$ cat config.mk
export PLATFORM = sky130hd
export DESIGN_NAME = ex_mem_stage
export DESIGN_NICKNAME = d
export VERILOG_FILES = /design/src/rtl/ex_mem_stage.sv
export SDC_FILE = /design/constraint.sdc
export NUM_CORES = 1
export LEC_CHECK = 0
export BUFFER_PORTS_ARGS = -buffer_cell sky130_fd_sc_hd__buf_2
export CAP_MARGIN = 20
export CORE_UTILIZATION = 31
export DETAILED_ROUTE_END_ITERATION = 10
export PLACE_DENSITY = 0.65
export RECOVER_POWER = 50
export REMOVE_ABC_BUFFERS = 1
export SETUP_SLACK_MARGIN = 0.5
export SYNTH_ARGS = -nofsm -noshare
export SYNTH_HDL_FRONTEND = slang
export SYNTH_SLANG_ARGS = --single-unit
$ cat constraint.sdc
create_clock -name clk -period 2.85 [get_ports clk]
set_input_delay 0.57 -clock clk [delete_from_list [all_inputs] [get_ports clk]]
set_output_delay 0.57 -clock clk [all_outputs]
set_load 0.005 [all_outputs]
$ cat src/rtl/ex_mem_stage.sv
// EX/MEM pipeline latch plus architectural NZCV flag register.
// Live ALU flags bypass into the B.cond evaluator in the same cycle.
module ex_mem_stage #(
  parameter int DATA_W = 64,
  parameter int REG_W  = 5
) (
  input  logic              clk,
  input  logic              reset,
  input  logic [DATA_W-1:0] ex_result,
  input  logic              ex_negative,
  input  logic              ex_zero,
  input  logic              ex_overflow,
  input  logic              ex_carry_out,
  input  logic              ex_valid,
  input  logic              ex_setflags,
  input  logic              ex_regwrite,
  input  logic              ex_memread,
  input  logic              ex_memwrite,
  input  logic              ex_memtoreg,
  input  logic [REG_W-1:0]  ex_rd,
  input  logic [DATA_W-1:0] ex_store_data,
  input  logic              stall,
  input  logic              flush,
  input  logic [3:0]        cond_code,
  output logic [DATA_W-1:0] mem_result,
  output logic [DATA_W-1:0] mem_store_data,
  output logic [REG_W-1:0]  mem_rd,
  output logic              mem_valid,
  output logic              mem_regwrite,
  output logic              mem_memread,
  output logic              mem_memwrite,
  output logic              mem_memtoreg,
  output logic [3:0]        flags,
  output logic              cond_true
);

  typedef struct packed {
    logic [DATA_W-1:0] result;
    logic [DATA_W-1:0] store_data;
    logic [REG_W-1:0]  rd;
    logic              valid;
    logic              regwrite;
    logic              memread;
    logic              memwrite;
    logic              memtoreg;
  } ex_mem_t;

  ex_mem_t    r_lat;
  ex_mem_t    w_next;
  logic [3:0] r_flags;
  logic [3:0] w_ex_flags;
  logic [3:0] w_eff;
  logic       w_bypass;
  logic       w_set;
  logic       w_base;
  logic       w_n;
  logic       w_z;
  logic       w_c;
  logic       w_v;

  // Controls of a bubble must never reach MEM/WB; data is harmless.
  always_comb begin
    w_next            = '0;
    w_next.result     = ex_result;
    w_next.store_data = ex_store_data;
    w_next.rd         = ex_rd;
    w_next.valid      = ex_valid;
    w_next.regwrite   = ex_regwrite & ex_valid;
    w_next.memread    = ex_memread  & ex_valid;
    w_next.memwrite   = ex_memwrite & ex_valid;
    w_next.memtoreg   = ex_memtoreg & ex_valid;
  end

  assign w_ex_flags = {ex_negative, ex_zero,
                       ex_carry_out, ex_overflow};
  assign w_set      = ex_valid & ex_setflags;

  always_ff @(posedge clk) begin
    if (reset) begin
      r_lat   <= '0;
      r_flags <= 4'b0000;
    end else if (flush) begin
      r_lat   <= '0;
    end else if (!stall) begin
      r_lat <= w_next;
      if (w_set)
        r_flags <= w_ex_flags;
    end
  end

  // Stall does not gate the bypass: B.cond sees the ADDS/SUBS result now.
  assign w_bypass = w_set & ~flush & ~reset;
  assign w_eff    = w_bypass ? w_ex_flags : r_flags;
  assign w_n      = w_eff[3];
  assign w_z      = w_eff[2];
  assign w_c      = w_eff[1];
  assign w_v      = w_eff[0];

  always_comb begin
    w_base = 1'b1;
    unique case (cond_code[3:1])
      3'b000:  w_base = w_z;
      3'b001:  w_base = w_c;
      3'b010:  w_base = w_n;
      3'b011:  w_base = w_v;
      3'b100:  w_base = w_c & ~w_z;
      3'b101:  w_base = (w_n == w_v);
      3'b110:  w_base = ~w_z & (w_n == w_v);
      default: w_base = 1'b1;
    endcase
  end

  // Odd codes invert their even partner, except 1111 (always).
  assign cond_true = (cond_code[0] && cond_code != 4'b1111)
                   ? ~w_base : w_base;

  assign mem_result     = r_lat.result;
  assign mem_store_data = r_lat.store_data;
  assign mem_rd         = r_lat.rd;
  assign mem_valid      = r_lat.valid;
  assign mem_regwrite   = r_lat.regwrite;
  assign mem_memread    = r_lat.memread;
  assign mem_memwrite   = r_lat.memwrite;
  assign mem_memtoreg   = r_lat.memtoreg;
  assign flags          = r_flags;

endmodule

==> results of run 1 <==
[synth_stat cells]
cell type and instances:
nor4bb_2 1, inv_1 1, clkbuf_1 19, and3b_1 1, mux2_2 3, mux2_4 1, buf_2 9, mux2i_1 139
a22oi_1 5, nor2_1 144, or2_1 1, a32oi_1 1, dfxtp_1 142, buf_6 1, and3b_2 1, nor3b_1 1
nor2b_1 2, a2111o_1 1, xnor2_1 2, buf_1 4, o21ai_0 1, and2_0 1, a221oi_1 1, a21oi_1 2
[what timing repair did]
item,4_1_cts,5_1_grt
pin swaps,3,1
setup endpoints to repair,1,1
resized for setup,4,1
[logic make-up (layout without fill, tap and decap cells)]
kind of cell / after synthesis / after routing
buffers and inverters: 34 / 333
AOI/OAI and AO/OA: 11 / 11
and+or+nand+nor: 152 / 152
xor gates and xnor gates: 2 / 2
muxes: 143 / 143
DFF: 142 / 142
[metal layers]
metal  vias up  GRT usage, %  part of all wire (%)
li1       2185             -                     -
met1      1961         14.90                    39
met2       181         24.93                    49
met3        20         6.352                   9.9
met4         0         7.843                   2.1
met5         -             0                     0
[worst max-delay path, cell delays in order]
cell	delay, ps
buf_8	100
nor4bb_4	320
mux2_4	340
a2111o_1	360
a32oi_1	210
mux2i_1	190
buf_2	130
[sequential cells by signal, summed over array words and instances (netlist names)]
name and cells:
mem_result 64, mem_store_data 64, mem_rd 5, flags 4, mem_memread 1, mem_memtoreg 1, mem_memwrite 1, mem_regwrite 1
mem_valid 1
[area by class of cell]
type                       count  area [um^2]  share of cell area [%]
clock buffer                  18        439.2                   5.961
sequential                   142         2843                   38.59
inverter                       1        3.754                 0.05095
tap                          216        270.3                   3.668
timing repair buffer         300         1499                   20.35
clock inverter                14        156.4                   2.123
multi-input combinational    308         2156                   29.26
[stage by stage]
stage	instance area (um^2)	worst slack (ps)
after CTS	7446	26.78
final	7367	70.60
after global routing	7367	-18.29
after detailed placement	6829	-123.0
after floorplan	4994	-246.0
after global placement	6829	-116.1
[power by group]
group	total, mW	leakage (nW)	internal [mW]	switching, mW
logic	0.433	2.33	0.234	0.199
clock network	2.23	0.269	1.32	0.904
registers	2.08	1.16	2.05	0.0305
[worst paths after layout]
kind                                                   from                     endpoint  depth (start not counted)
worst min-delay path                               ex_rd[1]       mem_rd[1]$_SDFFE_PP0N_                          3
worst min register to register  mem_result[37]$_SDFFE_PP0N_  mem_result[37]$_SDFFE_PP0N_                          2
worst max register to register    mem_regwrite$_SDFFE_PP0N_    mem_regwrite$_SDFFE_PP0N_                          2
worst max-delay path                                  flush                    cond_true                          7
==> results by group, run 1 <==
Yosys
  – Post-synthesis compound-gate area fraction: approximately 1.6%
  – Seq/Total Area, Yosys: ~55%
  – Yosys Warn Count: 0
  – Syn Inst Count: just under 500
  – Mean post-synth cell area: between 10 and 15 um^2
  – Seq cells post-synth: 142
  – Mapped cell area: a little over 5000 um^2
  – Largest family of logic cells by synthesized area: multiplexers
  – Area share of the largest cell type after synthesis: between 50 and 60%
  – Synth Area in XOR/XNOR: 0.3410%
  – Synth area leaders: dfxtp_1, mux2i_1, nor2_1
  – Adder-cell share of the synthesized area: 0%
  – Post-Synth Simple-Gate Area: a little under an eighth
  – Unique masters post-synth: 24
  – Post-synthesis mux area share: between 20 and 30%
  – Synth area leader: dfxtp_1

STA
  – Slew @ Worst Pin: around 1900 ps
  – RSZ-0062 raised after global routing: yes
  – Worst slew margin: -27.66%
  – Period minus WS final: ~2800 ps
  – Period utilisation layout: 97.52%
  – Post-route setup TNS: 0 ps
  – Hold Fails Final Rpt: 0
  – Final setup viols: 0
  – Max-slew violations: 104
  – Achievable Freq: 359.8 MHz
  – Hold Slack: roughly 380 ps
  – Clk_skew: 0 ps

Clocking
  – Later-pin clock latency in the skew report: between 400 and 500 ps
  – Cts hold-fix bufs: 0
  – Max H-tree Level: 4
  – CTS tree: built
  – Root Buffer: clkbuf_16
  – Inserted Clock Buffers: 17
  – Sink Count: 142
  – Worst-path clk slew: about 60 ps
  – Longest Clk Path Bufs: 2
  – Postcts setup bufs: 0

Detailed routing
  – Drt first-iter violations: 158
  – DRC violations left: 0
  – Antenna Violating Nets Remaining: 0
  – Routed WL per cell: 12.71 um
  – DR vias: ~4300
  – DR pass1 iterations: 4
  – Wirelength, routed: between 10000 and 15000 um
  – DR vias/cell: around 4.4

Layout
  – N_diodes: 0
  – Commonest non-fill, non-tap cell in the layout: buf_2
  – Commonest cells after routing, fill and taps aside: buf_2, nor2_1, dfxtp_1
  – Fin nets: ~920
  – Share of cells above drive strength 1: 38.70%
  – Final non-filler cell total: around 1000
  – Fillers: 1572
  – Area Overhead vs Synth: 43.43%
  – Fin util: a little under half

Die
  – Row cnt: between 40 and 50
  – Core area: about 16000 um^2
  – Initial Util: between 30% and 40%
  – Top-level I/O count: 294
  – Full die area: 17090 um^2
  – Die Wd: 130.7 um
  – Die Y: around 130 um

Global routing
  – Vias in the first global route: between 4000 and 5000
  – Gr ovfl total: 0
  – First-pass GRT wire length: between 15000 and 20000 um
  – Total GRT Usage: about 15%
  – Largest net degree at the start of global routing: between 80 and 90
  – Initial antenna violation count: 0

Place
  – HPWL Detailed: 9005 um
  – Inst Count DP: 967
  – I/O Buffers: approximately 290
  – Final GP Congestion: 0.7305

Worst setup path
  – Crit Path Class: primary input to output port
  – Crit Path Max Fanout: 2
  – Worst Setup End Kind: output port
  – Reg-to-reg setup timing slack: between 2000 and 2500 ps
  – Critical Path RT: around 2300 ps
  – CP Data Arrival Time: ~2200 ps
  – Startpoint Class: primary input

Power and ir drop
  – Leak: between 3 and 4 nW
  – Peak VDD IR: 0.3505 mV
  – Pwr dens: 643.7 nW/um^2
  – Power, Total: roughly 4.7 mW

Run status
  – Status: finished with violations
  – Failing checks: capacitance limit, slew limit

Run
  – MaxCap Viol Count: 2

Hold path
  – Hold crit path type: primary input to register
Note: power is estimated with default switching activity, not from simulation.
==> run 2, diff against run 1 <==
--- a/config.mk
+++ b/config.mk
@@ -7,9 +7,10 @@
 export LEC_CHECK = 0
 export BUFFER_PORTS_ARGS = -buffer_cell sky130_fd_sc_hd__buf_2
 export CAP_MARGIN = 20
-export CORE_UTILIZATION = 31
+export CORE_AREA = 2 2 115 117
 export DETAILED_ROUTE_END_ITERATION = 10
-export PLACE_DENSITY = 0.65
+export DIE_AREA = 0 0 117 119
+export PLACE_DENSITY = 0.8
 export RECOVER_POWER = 50
 export REMOVE_ABC_BUFFERS = 1
 export SETUP_SLACK_MARGIN = 0.5
==> results by group, run 2 (same netlist as run 1, synthesis figures left out) <==
STA
  – Post-route setup TNS: 0 ps (unchanged)
  – Final setup viols: 0 (unchanged)
  – RSZ-0062 raised after global routing: yes
  – Worst slew margin: 18.11% (+46 points)
  – Clk_skew: 0 ps (unchanged)
  – Hold Fails Final Rpt: 0 (unchanged)
  – Period utilisation layout: 97.46% (about the same)
  – Max-slew violations: 0 (-100%)
  – Slew @ Worst Pin: 1228 ps (-686.5 ps)
  – Achievable Freq: 360.0 MHz (about the same)
  – Period minus WS final: 2778 ps (-1.777 ps)

Detailed routing
  – DR top layer: met4
  – Wirelength, routed: 12780 um (+0.70%)
  – DR pass1 iterations: 4 (unchanged)
  – DR vias: 4411 (+1.5%)
  – DRC violations left: 0 (unchanged)
  – M1 wire length: 5184 um (+3.9%)
  – Antenna Violating Nets Remaining: 0 (unchanged)
  – Routed met2 length: 6184 um (+0.23%)
  – Detailed-routed wire length on met3: 1055 um (-16%)
  – Routed WL per cell: 13.29 um (+4.6%)
  – DR vias/cell: 4.585 (+5.4%)
  – Drt first-iter violations: 195 (+23%)

Worst setup path
  – Startpoint Class: primary input
  – FF-to-FF End: mem_memread$_SDFFE_PP0N_
  – R2R cell count: 2 (unchanged)
  – CP Data Arrival Time: 2210 ps (about the same)
  – Crit Path Class: primary input to output port
  – Worst Setup End Kind: output port
  – Crit Path Max Fanout: 2 (unchanged)
  – Critical Path, Cell by Cell: buf_8, nor4bb_4, mux2_4, a2111o_1, a32oi_2, mux2i_1, buf_2
  – Cell family with the largest share of critical-path delay: compound AO/OA/AOI/OAI gates
  – Critical Path RT: 2280 ps (about the same)
  – Slowest CP cell: a2111o_1
  – Reg-to-reg setup timing slack: 2140 ps (about the same)
  – R2R Path Start: mem_memread$_SDFFE_PP0N_
  – CP bufs+invs: 2 (unchanged)
  – CP max stage delay: 380 ps (+20 ps)

Run status
  – Status: completed

Die
  – Core area: 12870 um^2 (-20%)
  – Initial Util: 39.89% (+7.8 points)
  – Die Wd: 117 um (-10%)
  – Top-level I/O count: 294 (unchanged)
  – Row cnt: 42 (-8.7%)
  – Die Y: 119 um (-9.0%)
  – Full die area: 13920 um^2 (-19%)

Global routing
  – Initial antenna violation count: 0 (unchanged)
  – Gr ovfl total: 0 (unchanged)
  – Total GRT Usage: 17.51% (+3.0 points)
  – Largest net degree at the start of global routing: 85 (+2.4%)
  – Vias in the first global route: 4240 (+2.7%)
  – First-pass GRT wire length: 19060 um (-0.51%)

Layout
  – Share of cells above drive strength 1: 34.99% (-3.7 points)
  – N_diodes: 0 (unchanged)
  – Fin util: 57.09% (+11 points)
  – Multi-input gate area: 2172 um^2 (+0.75%)
  – Fin nets: 924 (+0.33%)
  – Area Overhead vs Synth: 43.12%
  – Fillers: 1157 (-26%)
  – Commonest non-fill, non-tap cell in the layout: buf_2
  – Register Area: 2843 um^2 (unchanged)
  – Commonest cells after routing, fill and taps aside: buf_2, nor2_1, dfxtp_1
  – Final instance area: 7351 um^2 (-0.22%)

Run
  – MaxCap Viol Count: 0 (-2)

Power and ir drop
  – Sw Ratio: 21.71% (-2.2 points)
  – Pwr dens: 655.6 nW/um^2 (+1.9%)
  – Int Pwr: 3.773 mW (+4.6%)
  – Power share of the sequential group: 43.2% (-0.7 points)
  – Leak: 3.669 nW (-2.3%)
  – Psw: 1.046 mW (-7.7%)
  – Peak VDD IR: 0.4667 mV (+33%)
  – Combinational Power Share: 9.1% (about the same)
  – Clock power share: 47.7% (+0.7 points)

Hold path
  – Worst Hold Path EP: mem_store_data[1]$_SDFFE_PP0N_
  – HP Start: ex_store_data[1]
  – Worst hold path cell count: 3 (unchanged)
  – Hold crit path type: primary input to register

Clocking
  – Longest Clk Path Bufs: 2 (unchanged)
  – Later-pin clock latency in the skew report: 410 ps (about the same)
  – Sink Count: 142 (unchanged)
  – Inserted Clock Buffers: 17 (unchanged)
  – Worst-path clk slew: 60 ps (about the same)
  – Root Buffer: clkbuf_16
  – Max H-tree Level: 4 (unchanged)
  – CTS tree: built
  – Cts hold-fix bufs: 0 (unchanged)

Place
  – I/O Buffers: 293 (unchanged)
  – HPWL Detailed: 9280 um (+3.1%)
  – Placed Area: 6782 um^2 (-0.70%)
  – Final GP Congestion: 0.7477 (+2.4%)
[run 2: what timing repair did]
item | CTS | global route
gates resized for setup | 5 | 2
cloned | 0 | 0
setup endpoints to repair | 1 | 1
pin swaps | 3 | 1
buffers inserted | 1 | 0
[run 2: tightest hold or removal path: cells and delay by family]
kind / cells / cell delay (ps)
buffers and inverters: 1 / 70
and+or+nand+nor: 1 / 70
muxes: 1 / 50
[run 2: metal layers]
layer / GRT usage (%) / vias to the layer above
met5: 0 / -
met4: 8.676 / 0
met3: 7.481 / 28
met2: 30.06 / 186
met1: 17.98 / 2000
li1: - / 2197
[run 2: final cells by class]
cell class | instances | area share (%)
Clock buffer | 23 | 6.774
Clock inverter | 9 | 1.787
Inverter | 1 | 0.05106
Multi-Input combinational cell | 308 | 29.55
Sequential cell | 142 | 38.67
Tap cell | 176 | 2.996
Timing Repair Buffer | 303 | 20.17
[run 2: power groups by stage]
stage | registers [mW] | logic, mW | clock network, mW
6_report | 2.08 | 0.438 | 2.30
5_1_grt | 2.09 | 0.482 | 2.43
4_1_cts | 2.08 | 0.446 | 2.35
3_5_place_dp | 2.12 | 0.439 | 0
3_3_place_gp | 2.12 | 0.431 | 0
2_1_floorplan | 2.13 | 0.175 | 0
[run 2: how the worst max path moves through the flow]
stage / startpoint / to / slack (ps) / cells past startpoint
floorplan: reset / mem_memread$_SDFFE_PP0N_ / -250 / 2
global placement: flush / cond_true / -60 / 7
detailed placement: flush / cond_true / -70 / 7
CTS: reset / cond_true / 60 / 7
global route: reset / cond_true / -20 / 8
finish: reset / cond_true / 70 / 7
[run 2: per-stage QoR]
step                power [mW]  setup WS [ps]  hold WS [ps]  std cells
finish                   4.820          72.38         383.2        962
floorplan                2.305         -246.0         484.3        451
global placement         2.551         -56.93         468.5        929
detailed placement       2.562         -70.41         477.6        929
global route             5.005         -15.43         359.9        962
CTS                      4.878          57.01         358.9        962
